## config.mk

```make
export PLATFORM = sky130hd
export DESIGN_NAME = gray_counter_ctrl_flat
export DESIGN_NICKNAME = d
export VERILOG_FILES = /design/src/rtl/gray_counter_ctrl_if.sv /design/src/rtl/gray_counter_ctrl.sv /design/src/flat_wrapper.sv
export SDC_FILE = /design/constraint.sdc
export NUM_CORES = 1
export LEC_CHECK = 0
export ABC_AREA = 1
export ABC_CLOCK_PERIOD_IN_PS = 2000
export BUFFER_PORTS_ARGS = -buffer_cell sky130_fd_sc_hd__buf_2
export CAP_MARGIN = 20
export CORE_UTILIZATION = 35
export CTS_BUF_LIST = sky130_fd_sc_hd__clkbuf_16
export CTS_CLUSTER_SIZE = 12
export DETAILED_ROUTE_END_ITERATION = 6
export GPL_ROUTABILITY_DRIVEN = 0
export HOLD_SLACK_MARGIN = 0.12
export PLACE_DENSITY = 0.57
export SLEW_MARGIN = 0
export SYNTH_ARGS = -nofsm -noshare
export SYNTH_HDL_FRONTEND = slang
export SYNTH_SLANG_ARGS = --single-unit
```

## constraint.sdc

```tcl
create_clock -name clk -period 2 [get_ports clk]
set_clock_uncertainty 0.05 [all_clocks]
set_input_delay 0.3 -clock clk [delete_from_list [all_inputs] [get_ports clk]]
set_output_delay 0.3 -clock clk [all_outputs]
set_load 0.01 [all_outputs]
```

## src/rtl/gray_counter_ctrl_if.sv

```systemverilog
// Command channel of gray_counter_ctrl: a valid/ready handshake carrying a
// step count and a "clear first" flag.
interface gray_counter_ctrl_if #(
    parameter int CNT_W = 8
);
    logic             cmd_valid;
    logic             cmd_ready;
    logic [CNT_W-1:0] cmd_steps;
    logic             cmd_clear;

    modport master (
        output cmd_valid,
        output cmd_steps,
        output cmd_clear,
        input  cmd_ready
    );

    modport slave (
        input  cmd_valid,
        input  cmd_steps,
        input  cmd_clear,
        output cmd_ready
    );
endinterface

```

## src/rtl/gray_counter_ctrl.sv

```systemverilog
// Command sequencer for one gray_counter: issues clear/enable strobes, flags wrap.
// Optional Gray integrity checker compiled in with `define GRAY_CTRL_CHECK_EN.
module gray_counter_ctrl #(
    parameter int WIDTH = 3,
    parameter int CNT_W = 8
) (
    input  logic                 clk,
    input  logic                 rst,
    gray_counter_ctrl_if.slave   cmd,
    input  logic                 abort,
    output logic                 cnt_clr,
    output logic                 cnt_en,
    input  logic [WIDTH-1:0]     bin_in,
    input  logic [WIDTH-1:0]     gray_in,
    output logic                 busy,
    output logic                 done,
    output logic                 aborted,
    output logic [CNT_W-1:0]     steps_left,
    output logic                 wrap,
    output logic                 err
);
    typedef enum logic [1:0] {
        ST_IDLE  = 2'd0,
        ST_CLEAR = 2'd1,
        ST_RUN   = 2'd2,
        ST_DONE  = 2'd3
    } state_t;

    state_t           state_reg, state_next;
    logic [CNT_W-1:0] steps_reg, steps_next;
    logic             aborted_reg, aborted_next;
    logic             ready_comb;

    // Strobes and the sampled counter value from the previous cycle; the
    // counter shows the effect of a strobe one cycle after it is issued.
    logic             en_d_reg;
    logic [WIDTH-1:0] bin_prev_reg;

    always_ff @(posedge clk) begin
        if (!rst) begin
            state_reg    <= ST_IDLE;
            steps_reg    <= '0;
            aborted_reg  <= 1'b0;
            en_d_reg     <= 1'b0;
            bin_prev_reg <= '0;
        end else begin
            state_reg    <= state_next;
            steps_reg    <= steps_next;
            aborted_reg  <= aborted_next;
            en_d_reg     <= cnt_en;
            bin_prev_reg <= bin_in;
        end
    end

    always_comb begin
        state_next   = state_reg;
        steps_next   = steps_reg;
        aborted_next = aborted_reg;
        ready_comb   = 1'b0;
        cnt_clr      = 1'b0;
        cnt_en       = 1'b0;
        busy         = 1'b0;
        done         = 1'b0;
        case (state_reg)
            ST_IDLE: begin
                ready_comb = 1'b1;
                if (cmd.cmd_valid) begin
                    steps_next   = cmd.cmd_steps;
                    aborted_next = 1'b0;
                    if (cmd.cmd_clear)
                        state_next = ST_CLEAR;
                    else if (cmd.cmd_steps != '0)
                        state_next = ST_RUN;
                    else
                        state_next = ST_DONE;
                end
            end
            ST_CLEAR: begin
                busy    = 1'b1;
                cnt_clr = 1'b1;
                state_next = (steps_reg != '0) ? ST_RUN : ST_DONE;
            end
            ST_RUN: begin
                busy = 1'b1;
                // Abort gates the enable in the same cycle and freezes the count.
                if (abort) begin
                    state_next   = ST_DONE;
                    aborted_next = 1'b1;
                end else begin
                    cnt_en     = 1'b1;
                    steps_next = steps_reg - 1'b1;
                    if (steps_reg == CNT_W'(1))
                        state_next = ST_DONE;
                end
            end
            ST_DONE: begin
                done       = 1'b1;
                state_next = ST_IDLE;
            end
            default: state_next = ST_IDLE;
        endcase
    end

    assign cmd.cmd_ready = ready_comb;
    assign aborted       = done & aborted_reg;
    assign steps_left    = steps_reg;
    assign wrap          = en_d_reg & (&bin_prev_reg) & (bin_in == '0);

`ifdef GRAY_CTRL_CHECK_EN
    logic             clr_d_reg;
    logic             prev_valid_reg;
    logic             err_reg;
    logic [WIDTH-1:0] gray_prev_reg;
    logic [WIDTH-1:0] gray_exp;
    logic [WIDTH-1:0] gray_diff;
    logic             violation;

    for (genvar gi = 0; gi < WIDTH; gi++) begin : g_gray_exp
        if (gi == WIDTH - 1) begin : g_msb
            assign gray_exp[gi] = bin_in[gi];
        end else begin : g_lsb
            assign gray_exp[gi] = bin_in[gi] ^ bin_in[gi+1];
        end
    end

    assign gray_diff = gray_in ^ gray_prev_reg;

    // Transition rules only apply once a previous sample exists after reset.
    always_comb begin
        violation = (gray_in != gray_exp);
        if (prev_valid_reg) begin
            if (clr_d_reg)
                violation = violation | (gray_in != '0);
            else if (en_d_reg)
                violation = violation |
                            !((gray_diff != '0) && ((gray_diff & (gray_diff - 1'b1)) == '0));
            else
                violation = violation | (gray_diff != '0);
        end
    end

    always_ff @(posedge clk) begin
        if (!rst) begin
            clr_d_reg      <= 1'b0;
            prev_valid_reg <= 1'b0;
            err_reg        <= 1'b0;
            gray_prev_reg  <= '0;
        end else begin
            clr_d_reg      <= cnt_clr;
            prev_valid_reg <= 1'b1;
            gray_prev_reg  <= gray_in;
            if (violation)
                err_reg <= 1'b1;
        end
    end

    assign err = err_reg;
`else
    logic gray_unused;
    assign gray_unused = ^gray_in;
    assign err         = 1'b0;
`endif
endmodule

```

## src/flat_wrapper.sv

```systemverilog
// flat-port wrapper written by rule: the top's interface ports become plain ports
module gray_counter_ctrl_flat 
#(
    parameter int WIDTH = 3,
    parameter int CNT_W = 8
)
  (clk, rst, abort, cnt_clr, cnt_en, bin_in, gray_in, busy, done, aborted, steps_left, wrap, err, cmd_cmd_valid, cmd_cmd_steps, cmd_cmd_clear, cmd_cmd_ready);
  gray_counter_ctrl_if #(.CNT_W(CNT_W)) cmd_i ();
  input  logic clk;
  input  logic rst;
  input  logic abort;
  output logic cnt_clr;
  output logic cnt_en;
  input  logic [WIDTH-1:0] bin_in;
  input  logic [WIDTH-1:0] gray_in;
  output logic busy;
  output logic done;
  output logic aborted;
  output logic [CNT_W-1:0] steps_left;
  output logic wrap;
  output logic err;
  input wire logic [$bits(cmd_i.cmd_valid)-1:0] cmd_cmd_valid;
  input wire logic [$bits(cmd_i.cmd_steps)-1:0] cmd_cmd_steps;
  input wire logic [$bits(cmd_i.cmd_clear)-1:0] cmd_cmd_clear;
  output wire logic [$bits(cmd_i.cmd_ready)-1:0] cmd_cmd_ready;
  assign cmd_i.cmd_valid = cmd_cmd_valid;
  assign cmd_i.cmd_steps = cmd_cmd_steps;
  assign cmd_i.cmd_clear = cmd_cmd_clear;
  assign cmd_cmd_ready = cmd_i.cmd_ready;
  gray_counter_ctrl #(.WIDTH(WIDTH), .CNT_W(CNT_W)) u_core (.clk(clk), .rst(rst), .cmd(cmd_i), .abort(abort), .cnt_clr(cnt_clr), .cnt_en(cnt_en), .bin_in(bin_in), .gray_in(gray_in), .busy(busy), .done(done), .aborted(aborted), .steps_left(steps_left), .wrap(wrap), .err(err));
endmodule
```

After elaboration in Yosys (flattened, before gate mapping)
Index checks and enable logic that the tools add are counted.
{"block": "classes", "add_sub_neg": 1, "eq_ne": 8, "mux": 19, "bitwise_logic": 3, "n_reduce_logical": 10}
{"operator": "$mux W8", "n": 2}
{"operator": "$pmux W8 S2", "n": 1}
{"operator": "$reduce_bool A8 Y1", "n": 2}
{"operator": "$mux W1", "n": 10}
{"operator": "$reduce_and A3 Y1", "n": 3}
{"operator": "$eq A8 B1 Y1 const B", "n": 1}
{"operator": "$mux W2", "n": 4}
{"operator": "$pmux W2 S4", "n": 1}
{"operator": "$sub A8 B1 Y8 const B", "n": 1}
{"operator": "$ne A2 B2 Y1 const B", "n": 3}
{"operator": "$eq A2 B2 Y1 const B", "n": 2}
{"operator": "$and A1 B1 Y1", "n": 3}
{"operator": "$logic_not A3 Y1", "n": 1}
{"operator": "$ne A3 B2 Y1 const B", "n": 1}
{"operator": "$eq A2 B1 Y1 const B", "n": 1}
{"operator": "$logic_not A2 Y1", "n": 1}
{"operator": "$pmux W1 S2", "n": 1}
{"operator": "$reduce_and A2 Y1", "n": 1}
{"operator": "$reduce_bool A2 Y1", "n": 1}
{"operator": "$reduce_or A2 Y1", "n": 1}
{"block": "totals", "regBits": 15, "inputBits": 19, "output_inout_bits": 16, "wordCells": 46}

Logic depth before layout (Yosys ltp)
Gate-level depths: netlist of run 1.
{"block": "depth", "ltp_word": 5, "ltp_mapped": 11, "ltp_nobuf": 10}

Least setup slack after synthesis of run 1
Ideal clock, no wire load.
{"block": "synth_timing", "path_type": "register -> register", "startpoint": "register u_core.state_reg[0]", "endpoint": "register u_core.steps_reg[5], in the netlist u_core.steps_left[5]", "setup_ns": 0.067, "t_arrival_ns": 1.351, "t_required_ns": 1.883, "slack_ns": 0.533, "stages_incl_launch_ff": 11, "n_path_buf": 1, "synth_period_minus_slack_ns": 1.467, "cell_sequence": "dfxtp_1 > inv_1 > ha_1 > nand2_1 > nand2_2 > nor2_4 > inv_2 > buf_6 > nor2_2 > nand2_1 > a21oi_2"}
{"block": "synth_between", "elab_chain_len": 3, "word_cells_on_any_way": 7, "classes_between": "eq/ne: 3; mux: 1; reduce/logical: 3"}
{"element": "start, declared", "line": "gray_counter_ctrl.sv:29", "text": "state_t state_reg, state_next;"}
{"element": "start signal, assigned", "line": "gray_counter_ctrl.sv:47", "text": "state_reg <= state_next;"}
{"element": "$eq A2 B2 Y1 / $logic_not A2 Y1 (equally long branches)", "line": "gray_counter_ctrl.sv:64", "text": "case (state_reg)"}
{"element": "$ne A2 B2 Y1 (no source line) / $reduce_bool A2 Y1 (equally long branches)"}
{"element": "$reduce_and A3 Y1 (no source line)"}
{"element": "end signal, assigned", "line": "gray_counter_ctrl.sv:48", "text": "steps_reg <= steps_next;"}
{"element": "end, declared", "line": "gray_counter_ctrl.sv:30", "text": "logic [CNT_W-1:0] steps_reg, steps_next;"}
Parallel ways exist; a longest one is shown, timed or not.
A chain may end at the register's enable or synchronous reset.

Final worst setup path of run 1
{"block": "layout_timing", "startpoint": "register u_core.state_reg[0]", "endpoint": "output cnt_en"}
{"block": "layout_between", "elab_chain_len": 2}
{"element": "$eq A2 B2 Y1", "line": "gray_counter_ctrl.sv:64"}
{"element": "$mux W1", "line": "gray_counter_ctrl.sv:64"}
{"element": "end, declared", "line": "flat_wrapper.sv:13", "text": "output logic cnt_en;"}
No other way between the ends.

==> results of run 1 <==
==> cells by family (layout without fill, tap and decap cells) <==
group | after synthesis | after routing | share of synthesized area, %
flops | 15 | 15 | 30.8
simple gates | 75 | 75 | 33.1
compound gates | 25 | 25 | 13.9
buf+inv | 28 | 60 | 11.9
other cells | 1 | 1 | 0.385
xor+xnor | 1 | 1 | 0.899
fa+ha+maj | 7 | 7 | 8.99
==> stage by stage <==
step	power, mW	std cells	setup WS (ns)	utilization, %
finish	1.96	214	0.273	48.3
global route	2.17	214	0.177	48.3
CTS	1.97	214	0.276	48.3
detailed placement	1.57	210	0.416	45.2
global placement	1.56	210	0.456	45.2
floorplan	1.30	152	0.533	-
==> worst min-delay path, delay by kind of cell <==
kind	cells	cell delay [ns]
buffers and inverters	2	0.12
AND/OR/NAND/NOR	1	0.04
==> cell type report <==
| cell class | count | area [um2] | share of cell area (%) |
|---|---|---|---|
| Clock buffer | 3 | 75.1 | 6.10 |
| Clock inverter | 1 | 3.75 | 0.305 |
| Inverter | 24 | 90.1 | 7.32 |
| Multi-Input combinational cell | 109 | 558 | 45.4 |
| Sequential cell | 15 | 300 | 24.4 |
| Tap cell | 30 | 37.5 | 3.05 |
| Timing Repair Buffer | 32 | 165 | 13.4 |
==> synthesized netlist by cell type <==
cell	count
ha_1	7
inv_2	3
clkbuf_1	2
buf_6	1
nor4_1	1
inv_1	21
xnor2_1	1
nor2_4	1
nor2_2	2
nand3_1	6
o21ai_1	7
dfxtp_1	15
buf_4	1
nand2_1	34
conb_1	1
nand4_1	5
nand2_2	2
nor2_1	23
o211ai_1	1
o21ai_0	6
a21oi_1	9
a21oi_2	2
nor3_1	1
==> layer usage <==
layer	up-vias	track usage [%]	share of wire [%]
met3	2	4.17	4.5
met2	24	30.9	48
met1	463	22.3	47
li1	541	-	-
met5	-	0	0
met4	0	3.85	0.43
==> power by group <==
part,internal [mW],switching [mW]
combinational,0.398,0.658
sequential,0.400,0.118
clock,0.265,0.119
total,1.06,0.895
==> final timing paths <==
check	slack, ns	end	depth (start not counted)
worst max-delay path	0.27	cnt_en	5
worst min-delay path	0.20	u_core.bin_prev_reg[1]	3
worst max register to register	0.43	u_core.steps_left[4]	10
worst min register to register	0.43	u_core.aborted_reg	2
==> summary.md, run 1 <==
| Metric | Value |
|---|---|
| Worst-path clk slew | `0.05 ns` |
| # diodes | `0` |
| Core area | `2540 um2` |
| Setup bufs post-CTS | `0` |
| First-pass GRT wire length | `3.83 mm` |
| # IOs | `35` |
| CP Max Fanout | `4` |
| Synth top area share | `30.8%` |
| Routed WL | `2.33 mm` |
| Synth Net Count | `178` |
| Origin of the worst setup path | `u_core.state_reg[0]` |
| Drt wl/cell | `about 11 um` |
| RSZ-0062 raised after global routing | `no` |
| Worst EP required | `1.65 ns` |
| Yosys reg bits | `15` |
| PD cells | `1590 nW/um2` |
| Area grow syn2layout | `26.2%` |
| Min-delay src | `bin_in[1]` |
| CTS Root Cell | `clkbuf_16` |
| Final hold slack | `roughly 0.20 ns` |
| CP cell instances | `inv_1 > ha_1 > inv_2 > nor2_1 > buf_2` |
| Clk sinks | `15` |
| Die Ht | `between 50 and 60 um` |
| Max Cap Violations | `0` |
| Layout cells sized above 1 | `24.5%` |
| TritonRoute pass-1 iters | `4` |
| Fin. max-slew vios | `0` |
| Vias in the first global route | `a little under 900` |
| Library cells used by synthesis | `23` |
| GRT Total Usage | `between 15 and 20%` |
| Final Instance Area | `1230 um2` |
| TritonCTS Buffers | `3` |
| Max FFs per register | `8` |
| Worst Setup Path Type | `flip-flop to primary output` |
| CTS tree | `yes` |
| Final setup viols | `0` |
| Period utilization | `86.3%` |
| Filler cells | `284` |
| FMAX | `579 MHz` |
| Status | `finished clean` |
| Synth area leaders | `dfxtp_1, nand2_1, ha_1` |
| Top delay family on crit path | `buffers and inverters` |
| Largest net degree at the start of global routing | `14` |
| Initial antenna violation count | `0` |
| Cts repair resizes | `0` |
| Slowest-stage cell, CP | `dfxtp_1` |
| Vias | `slightly above 1,000` |
| Crit end category | `primary output` |
| Overflow after GRT | `0` |
| Peak supply drop | `0.000873 V` |
| Port Buffer Count | `30` |
| Mapped Area | `975 um2` |
| Yosys warning count | `0` |
| Reg2Reg Launch Point | `u_core.state_reg[0]` |
| Post-route ant nets | `0` |
| Rows | `18` |
| Starting density of the core | `38.3%` |
| DRT iter0 DRCs | `33` |
| Crit path buf inv count | `3` |
| Post-DP Area | `1150 um2` |
| Setup_tns | `0 ns` |
| Clock tree buffer depth | `2` |
| Startpoint types | `flip-flop` |
| Die Width | `around 55 um` |
| Min-Delay Path Class | `primary input to flip-flop` |
| Detailed placement HPWL | `1.80 mm` |
| Worst EP arrival | `approximately 1.4 ns` |
| Die Area | `3000 um2` |
| Seq/Total Area, Yosys | `30.8%` |
| Cts hold-fix bufs | `0` |
| H-tree Lvls | `1` |
| Largest area contributor in the netlist | `dfxtp_1` |
| Mean post-synth cell area | `about 6.4 um2` |
| Post-layout minimum cycle time | `between 1.5 and 2 ns` |
| Clock Latency Late Sink | `0.24 ns` |
| Most frequent cells in the layout | `nand2_1, buf_2, nor2_1, inv_1, dfxtp_1` |
| Syn Inst Count | `roughly 150` |
| Final net count | `211` |
| Avg Vias per Cell | `4.81` |
| Lkg Pwr | `~0.67 nW` |
| Max incr delay on CP | `0.33 ns` |
| Most common cell after layout, fill and taps aside | `nand2_1` |
| Count of final hold-check violations | `0` |
| DR DRC count | `0` |
Power figures use the tool's default switching activity.
==> run 2: changes to the inputs <==
--- a/config.mk
+++ b/config.mk
@@ -16,6 +16,7 @@
 export GPL_ROUTABILITY_DRIVEN = 0
 export HOLD_SLACK_MARGIN = 0.12
 export PLACE_DENSITY = 0.57
+export REMOVE_ABC_BUFFERS = 1
 export SLEW_MARGIN = 0
 export SYNTH_ARGS = -nofsm -noshare
 export SYNTH_HDL_FRONTEND = slang
==> summary.md, run 2 (synthesis gave the netlist of run 1 again) <==
| Metric | Value |
|---|---|
| Hold path endpoint | `u_core.bin_prev_reg[1]` |
| R2R cell count | `10` |
| Starting density of the core | `around two fifths` |
| # IOs | `35` |
| Post-route setup slack | `about 0.27 ns` |
| Vias | `995` |
| Post-route ant nets | `0` |
| Filler cells | `288` |
| Clk sinks | `15` |
| Fin. max-slew vios | `0` |
| H-tree Lvls | `1` |
| GRT Total Usage | `17.6%` |
| Startpoint types | `flip-flop` |
| Worst Setup Path Type | `flip-flop to primary output` |
| Die Ht | `54.8 um` |
| # diodes | `0` |
| TritonCTS Buffers | `3` |
| Period utilization | `between 80 and 90%` |
| Die Width | `54.8 um` |
| Detailed placement HPWL | `1.88 mm` |
| Setup_tns | `0 ns` |
| DRT iter0 DRCs | `11` |
| Max FFs per register | `8` |
| Setup bufs post-CTS | `0` |
| Initial antenna violation count | `0` |
| Clock tree buffer depth | `2` |
| Pre-CTS setup slack | `0.378 ns` |
| CTS Root Cell | `clkbuf_16` |
| PD cells | `approximately 1600 nW/um2` |
| Most common cell after layout, fill and taps aside | `nand2_1` |
| Count of final hold-check violations | `0` |
| Worst-path clk slew | `0.05 ns` |
| Most frequent cells in the layout | `nand2_1, buf_2, nor2_1, inv_1, dfxtp_1` |
| Overflow after GRT | `0` |
| R2R Path End | `u_core.steps_left[4]` |
| Cts hold-fix bufs | `0` |
| Lkg Pwr | `0.664 nW` |
| Avg Vias per Cell | `4.65` |
| Port Buffer Count | `30` |
| Peak supply drop | `0.000828 V` |
| R2R setup slack | `0.41 ns` |
| Post-layout minimum cycle time | `1.73 ns` |
| Area grow syn2layout | `26.3%` |
| CP Max Fanout | `4` |
| CTS tree | `yes` |
| Worst EP arrival | `1.38 ns` |
| Cts repair resizes | `0` |
| Vias in the first global route | `881` |
| DR DRC count | `0` |
| Largest net degree at the start of global routing | `14` |
| Status | `finished clean` |
| Rows | `18` |
| Final net count | `211` |
| FMAX | `slightly below 600 MHz` |
| RSZ-0062 raised after global routing | `no` |
| Reg2Reg Launch Point | `u_core.state_reg[0]` |
| Final setup viols | `0` |
| Layout cells sized above 1 | `25.0%` |
| TritonRoute pass-1 iters | `4` |
| First-pass GRT wire length | `3.68 mm` |
| Worst EP required | `approximately 1.7 ns` |
| Min-delay src | `bin_in[1]` |
| Drt wl/cell | `10.9 um` |
| Routed WL | `2.34 mm` |
| Min-Delay Path Class | `primary input to flip-flop` |
| Hold depth | `3` |
| Die Area | `3000 um2` |
| Max Cap Violations | `0` |
| Clock Latency Late Sink | `about 0.24 ns` |
| Core area | `2540 um2` |
| Crit end category | `primary output` |
run 2: changes by cell type in the layout (fill, tap and decap cells not counted), sizes merged:
cell and delta:
inv -1, clkinv +1
run 2: report_power, final:
part	internal [mW]	switching, mW	total [mW]
Clock	0.267	0.118	0.385
Combinational	0.400	0.656	1.06
Sequential	0.400	0.115	0.514
Total	1.07	0.888	1.95
run 2: routing by layer:
metal | wire [um] | share of wire, % | GRT usage, % | vias to the layer above
li1 | - | - | - | 542
met1 | 1120 | 48 | 20.9 | 426
met2 | 1090 | 47 | 30.3 | 22
met3 | 89 | 3.8 | 3.33 | 5
met4 | 38 | 1.6 | 7.69 | 0
met5 | 0 | 0 | 0 | -
run 2: cell type report:
type	instances	area (um2)	area share (%)
multi-input cells	109	558	45.3
flip-flops and latches	15	300	24.4
repair buffers	32	165	13.4
inverters	24	90.1	7.32
clock buffers	3	75.1	6.10
well taps	30	37.5	3.05
clock inverters	1	5.00	0.407
run 2: through the flow:
step	std cells	total power, mW	utilization, %	area (um2)	hold WS [ns]
floorplan	148	1.26	-	948	0.329
global placement	210	1.56	45.2	1150	0.432
detailed placement	210	1.58	45.2	1150	0.429
CTS	214	1.98	48.4	1230	0.196
global route	214	2.14	48.4	1230	0.206
finish	214	1.95	48.4	1230	0.200
run 2: worst max-delay path, stage by stage (launching register included):
cell and delay, ns:
dfxtp_1 0.34, inv_1 0.10, ha_1 0.23, inv_2 0.06, nor2_1 0.22, buf_2 0.18
run 2: how the worst max path moves through the flow:
stage	startpoint	end	slack, ns	cells past startpoint
after CTS	u_core.state_reg[0]	cnt_en	0.24	5
after global routing	u_core.state_reg[0]	cnt_en	0.18	5
after detailed placement	u_core.state_reg[0]	u_core.steps_left[4]	0.38	10
after floorplan	u_core.state_reg[0]	u_core.state_reg[0]	0.46	7
after global placement	u_core.state_reg[0]	u_core.steps_left[4]	0.43	10
final	u_core.state_reg[0]	cnt_en	0.27	5
